**src/rtl/alu_issue_pkg.sv**
```systemverilog
// Shared definitions for the ALU issue/writeback controller: op codes,
// instruction field positions and FSM state encoding.
package alu_issue_pkg;

    localparam logic [3:0] OP_ADD   = 4'b0000;
    localparam logic [3:0] OP_SUB   = 4'b0001;
    localparam logic [3:0] OP_MUL   = 4'b0010;
    localparam logic [3:0] OP_AND   = 4'b0011;
    localparam logic [3:0] OP_OR    = 4'b0100;
    localparam logic [3:0] OP_XOR   = 4'b0101;
    localparam logic [3:0] OP_NOT   = 4'b0110;
    localparam logic [3:0] OP_MAX   = 4'b0111;
    localparam logic [3:0] OP_SLL   = 4'b1000;
    localparam logic [3:0] OP_SRL   = 4'b1001;
    localparam logic [3:0] OP_LT    = 4'b1010;
    localparam logic [3:0] OP_EQ    = 4'b1011;
    localparam logic [3:0] OP_LOADI = 4'b1100;
    localparam logic [3:0] OP_NOP   = 4'b1111;

    localparam int OP_HI       = 31;
    localparam int OP_LO       = 28;
    localparam int RD_HI       = 27;
    localparam int RD_LO       = 24;
    localparam int RS1_HI      = 23;
    localparam int RS1_LO      = 20;
    localparam int RS2_HI      = 19;
    localparam int RS2_LO      = 16;
    localparam int IMM_SEL_BIT = 15;
    localparam int IMM16_HI    = 15;
    localparam int IMM15_HI    = 14;

    typedef enum logic [1:0] {
        ST_IDLE   = 2'd0,
        ST_DECODE = 2'd1,
        ST_EXEC   = 2'd2,
        ST_WB     = 2'd3
    } state_e;

    // Ops that actually drive the ALU (arithmetic/logic plus compares).
    function automatic logic is_alu_op(input logic [3:0] op);
        return (op <= OP_EQ);
    endfunction

    // Ops that produce a register writeback.
    function automatic logic is_write_op(input logic [3:0] op);
        return (op <= OP_SRL) || (op == OP_LOADI);
    endfunction

endpackage

```
**src/rtl/alu_issue_regfile.sv**
```systemverilog
// 16x32 register file: two operand read ports, one debug read port and one
// write port. R0 always reads as zero and ignores writes.
module alu_issue_regfile
    import alu_issue_pkg::*;
(
    input  logic        clk,
    input  logic        rst,
    input  logic        we,
    input  logic [3:0]  waddr,
    input  logic [31:0] wdata,
    input  logic [3:0]  ra1,
    output logic [31:0] rd1,
    input  logic [3:0]  ra2,
    output logic [31:0] rd2,
    input  logic [3:0]  dbg_addr,
    output logic [31:0] dbg_data
);

    logic [31:0] regs_q [16];
    logic [31:0] regs_d [16];

    // Next-state of the array: single write port, R0 never written.
    always_comb begin
        regs_d = regs_q;
        if (we && (waddr != 4'd0)) begin
            regs_d[waddr] = wdata;
        end
    end

    // Register storage, cleared by reset.
    always_ff @(posedge clk or posedge rst) begin
        if (rst) begin
            for (int i = 0; i < 16; i++) begin
                regs_q[i] <= '0;
            end
        end else begin
            regs_q <= regs_d;
        end
    end

    assign rd1      = (ra1 == 4'd0)      ? 32'd0 : regs_q[ra1];
    assign rd2      = (ra2 == 4'd0)      ? 32'd0 : regs_q[ra2];
    assign dbg_data = (dbg_addr == 4'd0) ? 32'd0 : regs_q[dbg_addr];

endmodule

```
**src/rtl/alu_issue_ctrl.sv**
```systemverilog
// Issue/writeback controller for the combinational filter ALU.
// One instruction per four cycles: IDLE -> DECODE -> EXEC -> WB.
// Build option: define ALU_ISSUE_IMM_EN to let ALU ops take a 15-bit
// zero-extended immediate as operand Y when instr[15] is set.
module alu_issue_ctrl
    import alu_issue_pkg::*;
(
    input  logic        clk,
    input  logic        rst,
    input  logic        instr_valid,
    output logic        instr_ready,
    input  logic [31:0] instr,
    output logic [3:0]  alu_code,
    output logic [31:0] alu_x,
    output logic [31:0] alu_y,
    input  logic [31:0] alu_z,
    input  logic        alu_cmp,
    output logic        wb_valid,
    output logic [3:0]  wb_addr,
    output logic [31:0] wb_data,
    output logic        cmp_flag,
    input  logic [3:0]  dbg_addr,
    output logic [31:0] dbg_data
);

    state_e      state_q,    state_d;
    logic [31:0] instr_q,    instr_d;
    logic [3:0]  alu_code_q, alu_code_d;
    logic [31:0] alu_x_q,    alu_x_d;
    logic [31:0] alu_y_q,    alu_y_d;
    logic        wb_valid_q, wb_valid_d;
    logic [3:0]  wb_addr_q,  wb_addr_d;
    logic [31:0] wb_data_q,  wb_data_d;
    logic        cmp_flag_q, cmp_flag_d;

    logic [3:0]  op, rd, rs1, rs2;
    logic [31:0] rs1_data, rs2_data, y_sel;

    assign op  = instr_q[OP_HI:OP_LO];
    assign rd  = instr_q[RD_HI:RD_LO];
    assign rs1 = instr_q[RS1_HI:RS1_LO];
    assign rs2 = instr_q[RS2_HI:RS2_LO];

`ifdef ALU_ISSUE_IMM_EN
    assign y_sel = instr_q[IMM_SEL_BIT] ? {17'b0, instr_q[IMM15_HI:0]} : rs2_data;
`else
    assign y_sel = rs2_data;
`endif

    // Register file writes only while the WB pulse is out, so dbg_data shows
    // the old value during WB and the new one after that edge.
    alu_issue_regfile u_regfile (
        .clk      (clk),
        .rst      (rst),
        .we       (wb_valid_q && (state_q == ST_WB)),
        .waddr    (wb_addr_q),
        .wdata    (wb_data_q),
        .ra1      (rs1),
        .rd1      (rs1_data),
        .ra2      (rs2),
        .rd2      (rs2_data),
        .dbg_addr (dbg_addr),
        .dbg_data (dbg_data)
    );

    // Next-state and datapath loads for each FSM phase.
    always_comb begin
        state_d    = state_q;
        instr_d    = instr_q;
        alu_code_d = alu_code_q;
        alu_x_d    = alu_x_q;
        alu_y_d    = alu_y_q;
        wb_valid_d = 1'b0;
        wb_addr_d  = wb_addr_q;
        wb_data_d  = wb_data_q;
        cmp_flag_d = cmp_flag_q;
        unique case (state_q)
            ST_IDLE: begin
                if (instr_valid) begin
                    instr_d = instr;
                    state_d = ST_DECODE;
                end
            end
            ST_DECODE: begin
                // LOADI/NOP park the ALU on OP_NOP and leave X/Y untouched.
                if (is_alu_op(op)) begin
                    alu_code_d = op;
                    alu_x_d    = rs1_data;
                    alu_y_d    = y_sel;
                end else begin
                    alu_code_d = OP_NOP;
                end
                state_d = ST_DECODE == ST_DECODE ? ST_EXEC : ST_EXEC;
            end
            ST_EXEC: begin
                // Capture the settled ALU result at the end of EXEC.
                if (is_write_op(op)) begin
                    wb_valid_d = 1'b1;
                    wb_addr_d  = rd;
                    wb_data_d  = (op == OP_LOADI) ? {16'b0, instr_q[IMM16_HI:0]} : alu_z;
                end
                if ((op == OP_LT) || (op == OP_EQ)) begin
                    cmp_flag_d = alu_cmp;
                end
                state_d = ST_WB;
            end
            ST_WB: begin
                state_d = ST_IDLE;
            end
        endcase
    end

    // Control and datapath state; reset aborts any in-flight instruction.
    always_ff @(posedge clk or posedge rst) begin
        if (rst) begin
            state_q    <= ST_IDLE;
            instr_q    <= '0;
            alu_code_q <= OP_NOP;
            alu_x_q    <= '0;
            alu_y_q    <= '0;
            wb_valid_q <= 1'b0;
            wb_addr_q  <= '0;
            wb_data_q  <= '0;
            cmp_flag_q <= 1'b0;
        end else begin
            state_q    <= state_d;
            instr_q    <= instr_d;
            alu_code_q <= alu_code_d;
            alu_x_q    <= alu_x_d;
            alu_y_q    <= alu_y_d;
            wb_valid_q <= wb_valid_d;
            wb_addr_q  <= wb_addr_d;
            wb_data_q  <= wb_data_d;
            cmp_flag_q <= cmp_flag_d;
        end
    end

    assign instr_ready = (state_q == ST_IDLE) && !rst;
    assign alu_code    = alu_code_q;
    assign alu_x       = alu_x_q;
    assign alu_y       = alu_y_q;
    assign wb_valid    = wb_valid_q;
    assign wb_addr     = wb_addr_q;
    assign wb_data     = wb_data_q;
    assign cmp_flag    = cmp_flag_q;

endmodule
```
**config.mk**
```make
export PLATFORM = sky130hd
export DESIGN_NAME = alu_issue_ctrl
export DESIGN_NICKNAME = d
export VERILOG_FILES = /design/src/rtl/alu_issue_pkg.sv /design/src/rtl/alu_issue_regfile.sv /design/src/rtl/alu_issue_ctrl.sv
export SDC_FILE = /design/constraint.sdc
export NUM_CORES = 2
export LEC_CHECK = 0
export CAP_MARGIN = 20
export CORE_MARGIN = 3
export CORE_UTILIZATION = 41
export CTS_CLUSTER_DIAMETER = 150
export CTS_CLUSTER_SIZE = 28
export DETAILED_ROUTE_END_ITERATION = 10
export SLEW_MARGIN = 20
export SYNTH_ARGS = -nofsm -noshare
export SYNTH_HDL_FRONTEND = slang
export SYNTH_SLANG_ARGS = --single-unit
```
**constraint.sdc**
```tcl
create_clock -name clk -period 25.1 [get_ports clk]
set_input_delay 5.02 -clock clk [delete_from_list [all_inputs] [get_ports clk]]
set_output_delay 5.02 -clock clk [all_outputs]
set_load 0.05 [all_outputs]
```
Yosys cells after proc, flatten, opt, wreduce, memory -nomap -nowiden. Index checks and enable logic that the tools add are counted.

Order comparisons: 7. Equality and inequality tests: 7. Mux-type cells: 21. Bitwise logic cells: 4. Reductions and logical operators: 16.

Operator list (count): $bwmux W512 (1); $bmux W32 S4 (3); $mux W32 (11); $demux W32 S4 (1); $ge A5 B5 Y1 const B (4); $not A4 Y5 (4); $eq A4 B4 Y1 const B (3); $logic_not A4 Y1 (3); $le A4 B4 Y1 const B (2); $pmux W2 S4 (1); $reduce_and A2 Y1 (4); $lt A5 B1 Y1 const B (1); $eq A2 B2 Y1 const B (2); $logic_and A1 B1 Y1 (4); $mux W4 (1); $reduce_bool A4 Y1 (1); $eq A2 B1 Y1 const B (1); $logic_not A2 Y1 (1); $logic_or A1 B1 Y1 (2); $mux W1 (2); $mux W2 (1); $ne A2 B2 Y1 const B (1); $logic_not A1 Y1 (1).

Flip-flop bits (word level): 652. Input port bits: 72. Output and inout port bits: 139. Word-level logic and storage cells: 80.

Longest topological paths before layout.
Depth in word-level cells: 6. Depth in mapped cells: 8. Depth with buffers taken out: 5.

Modules after synthesis. A second synthesis with hierarchy kept.

Cells, all modules: 2436. Area total of the unflattened synthesis: 35564.1 sq um.

Modules (own cells, without submodules): alu_issue_regfile (instances 1, cells an instance 2087, area each 29839.9 sq um); alu_issue_ctrl (instances 1, cells an instance 349, area each 5724.2 sq um).

Least setup slack after synthesis. No wires, ideal clock.

Path type: input port to output port. Start point: input dbg_addr[0]. End point: output dbg_data[0]. Data arrival time: 6.818 ns. Data required time: 20.080 ns. Path slack: 13.262 ns. Stages on the path: 7. Path buffers: 3. Path through: buf_2 -> buf_6 -> buf_6 -> mux2i_1 -> a221oi_1 -> a22oi_1 -> a21oi_1.

Word-level cells in the longest chain between the ends: 5. Elaborated cells between the ends (all ways): 6.

RTL lines: start, declared (RTL line alu_issue_ctrl.sv:22) `input logic [3:0] dbg_addr,`; $not A4 Y5 (implied by the code) (RTL line alu_issue_regfile.sv:43) `assign dbg_data = (dbg_addr == 4'd0) ? 32'd0 : regs_q[dbg_addr];`; $bmux W32 S4 (RTL line alu_issue_regfile.sv:43); $mux W32 (implied by the code) (2 in a row) (RTL line alu_issue_regfile.sv:43); $mux W32 * (RTL line alu_issue_regfile.sv:43); end, declared (RTL line alu_issue_ctrl.sv:23) `output logic [31:0] dbg_data`.

Mark *: on every way between the ends. The rest lies on a longest branch, timed or not. The select of a mux whose other input is x is not followed.

Worst setup path in the final report.
Start point: input dbg_addr[1]. End point: output dbg_data[10].

The elaborated chain is that of the path after synthesis.

==> results.sh <==
export IMPL_seq_area_frac_synth=0.447
export IMPL_drc=0
export IMPL_end_kind="output pin"
export IMPL_synth_edf_count=0
export IMPL_finalNonFillerCells=3807
export IMPL_period_minus_slack_ps=13570
export IMPL_yosys_warnings=0
export IMPL_cts_buffers=27
export IMPL_initial_core_util=0.417
export IMPL_finalHoldViolations=0
export IMPL_grt_setup_unrepaired="false"
export IMPL_synth_cell_types=39
export IMPL_cts_max_path_buffers=3
export IMPL_via_per_inst=6.48
export IMPL_layout_drive_gt1_share=0.297
export IMPL_p_int_mw=2.56
export IMPL_regArea_um2=16300
export IMPL_power_switching_mw=2.13
export IMPL_synthCells=2638
export IMPL_slowest_delay_ps=920
export IMPL_worstPathCellList="buf_4 > buf_4 > nor2b_4 > a221oi_1 > a211oi_1 > a21oi_1 > clkdlybuf4s50_1"
export IMPL_cts_tree="done"
export IMPL_clk_pin_slew_worst_paths_ps=110
export IMPL_combPwrFrac=0.472
export IMPL_wl_per_cell_um=31.4
export IMPL_nNetsFinal=2708
export IMPL_grt_max_degree=167
export IMPL_ioPinCount=211
export IMPL_dr_pass1_iters=5
export IMPL_dieArea_um2=92700
export IMPL_clock_sinks=652
export IMPL_timing_hold_ws_ps=429
export IMPL_fin_skew_ps=23.7
export IMPL_grt_usage=0.251
export IMPL_vias=24700
export IMPL_multi_input_area_um2=18800
export IMPL_outcome="complete, no violations"
export IMPL_clockPowerShare=0.119
export IMPL_synthArstFlopShare=1.00
export IMPL_report_final_slew_viol_count=0
export IMPL_timing_fmax_mhz=73.7
export IMPL_ys_ff_latch=652
export IMPL_worst_skew_pair_late_latency_ps=630
export IMPL_slowest_stage="nor2b_4"
export IMPL_irDropWorstVdd_uv=114
export IMPL_die_w_um=304
export IMPL_ant_nets=0
export IMPL_netlist_top_cells_count="dfrtp_1, mux2i_1, mux2_2"
export IMPL_row_count=108
export IMPL_worstSetupPathType="in2out"
export IMPL_max_slew_margin_rel=0.242
export IMPL_hold_path_class="reg2reg"
export IMPL_p_leak_nw=17.9
export IMPL_worstMarginPinSlew_ps=1140
export IMPL_arrival_ps=8550
export IMPL_yosys_area_top_type="dfrtp_1"
export IMPL_cts_max_level=1
export IMPL_fp_dieH_um=304
export IMPL_cp_common_cell="buf_4"
export IMPL_syn_num_nets=2715
export IMPL_grt_first_pass_wirelength_um=176000
export IMPL_power_mw=4.69
export IMPL_numPortBuffers=210
export IMPL_grt_pass1_vias=25800
export IMPL_switching_share=0.454
export IMPL_ctsHoldBuffers=0
export IMPL_gp_congestion=0.812
export IMPL_drtIter0Drc=2309
export IMPL_fill_cells=7743
export IMPL_synth_top_area_share=0.444
export IMPL_area_growth_pct=9.39
export IMPL_post_cts_resized=0
export IMPL_placed_area_um2=39200
export IMPL_yosys_top_cells_area="dfrtp_1, mux4_2, mux2_2"
export IMPL_cts_setup_buffers=0
export IMPL_crit_path_max_fanout=39
export IMPL_synthFlopType="dfrtp_1"
export IMPL_placed_cells=3757
export IMPL_root_buffer="clkbuf_16"
export IMPL_seqPwrFrac=0.409
export IMPL_fin_area_um2=40000
export IMPL_final_setup_viol_count=0
export IMPL_final_setup_tns_ps=0
export IMPL_antenna_found_initial=2
export IMPL_cap_violations=0
export IMPL_core_um2=87600
export IMPL_period_share=0.541
export IMPL_synthesis_area_um2=36500
export IMPL_routed_wl_um=120000
export IMPL_power_density_nw_per_um2=117
export IMPL_crit_required_ps=20080
export IMPL_place_hpwl_um=66900
export IMPL_yosysMostFrequentCell="dfrtp_1"
export IMPL_worstSetupStartpointType="input port"
export IMPL_overflow=0
export IMPL_synth_area_per_cell_um2=13.8
-- final cells by class --
cell class / count / share of cell area
multi-input combinational: 1682 / 0.471
sequential: 652 / 0.409
timing repair buffer: 260 / 0.0633
tap: 1155 / 0.0362
clock buffer: 48 / 0.0189
inverter: 8 / 0.000939
clock inverter: 1 / 0.000501
antenna: 1 / 0.0000626
-- routing by layer --
layer / GRT usage / up-vias / share of wire
met4: 0.0729 / 4 / 0.031
met1: 0.354 / 13300 / 0.44
met3: 0.0450 / 206 / 0.072
li1: - / 10200 / -
met5: 0 / - / 0.00012
met2: 0.398 / 1065 / 0.46
-- cell usage in the layout, fill, tap and decap left out, drive strengths merged --
cell type,instances
diode,1
nand4b,3
and3,2
ha,5
dfrtp,648
nor2,12
nor3,3
o21ai,112
clkbuf,48
o22a,2
nand2,68
or3,6
nor4,1
buf,53
nand2b,2
mux4,224
a32oi,79
dfstp,4
inv,9
nor2b,8
mux2i,400
a221oi,32
a21oi,50
nand4,1
or4,2
mux2,520
a211oi,17
and2,3
a22oi,130
clkdlybuf4s50,207
-- per-stage QoR --
| step | utilization | setup slack (ps) |
|---|---|---|
| floorplan | - | 1820 |
| global placement | 0.447 | 11500 |
| detailed placement | 0.447 | 11500 |
| CTS | 0.456 | 11510 |
| global route | 0.456 | 11460 |
| finish | 0.456 | 11530 |
-- kinds of logic after synthesis --
logic type | share of synthesized area
fa+ha+maj | 0.00171
flops | 0.447
simple gates | 0.0142
compound gates | 0.0795
mux | 0.415
buf+inv | 0.0426
-- power groups by stage --
stage               logic, mW  clock network [mW]  registers, mW
floorplan                1.40                   0           1.92
global placement         2.17                   0           1.89
detailed placement       2.21                   0           1.93
CTS                      2.21               0.574           1.91
global route             2.33               0.607           1.97
finish                   2.21               0.557           1.92
-- sequential cells by signal (all words and copies together) (netlist names) --
signal	cells
wb_valid	1
alu_y	32
wb_addr	4
instr_q	32
wb_data	32
alu_code	4
u_regfile.regs_q	512
cmp_flag	1
state_q	2
alu_x	32
-- worst max-delay path: cells and delay by family --
family	cells	cell delay, ps
buf+inv	3	1900
simple gates	1	920
compound gates	3	660
-- final timing paths --
path,from,end,slack [ps],depth (start not counted)
hold / removal,u_regfile.regs_q[510],u_regfile.regs_q[510],430,0
min in group asynchronous,rst,instr_q[9],5010,2
setup / recovery,dbg_addr[1],dbg_data[10],11530,7
setup reg to reg,instr_q[22],alu_x[5],21380,6
hold reg to reg,u_regfile.regs_q[510],u_regfile.regs_q[510],430,0
max in group asynchronous,rst,u_regfile.regs_q[409],16780,5
Power figures use the tool's default switching activity.
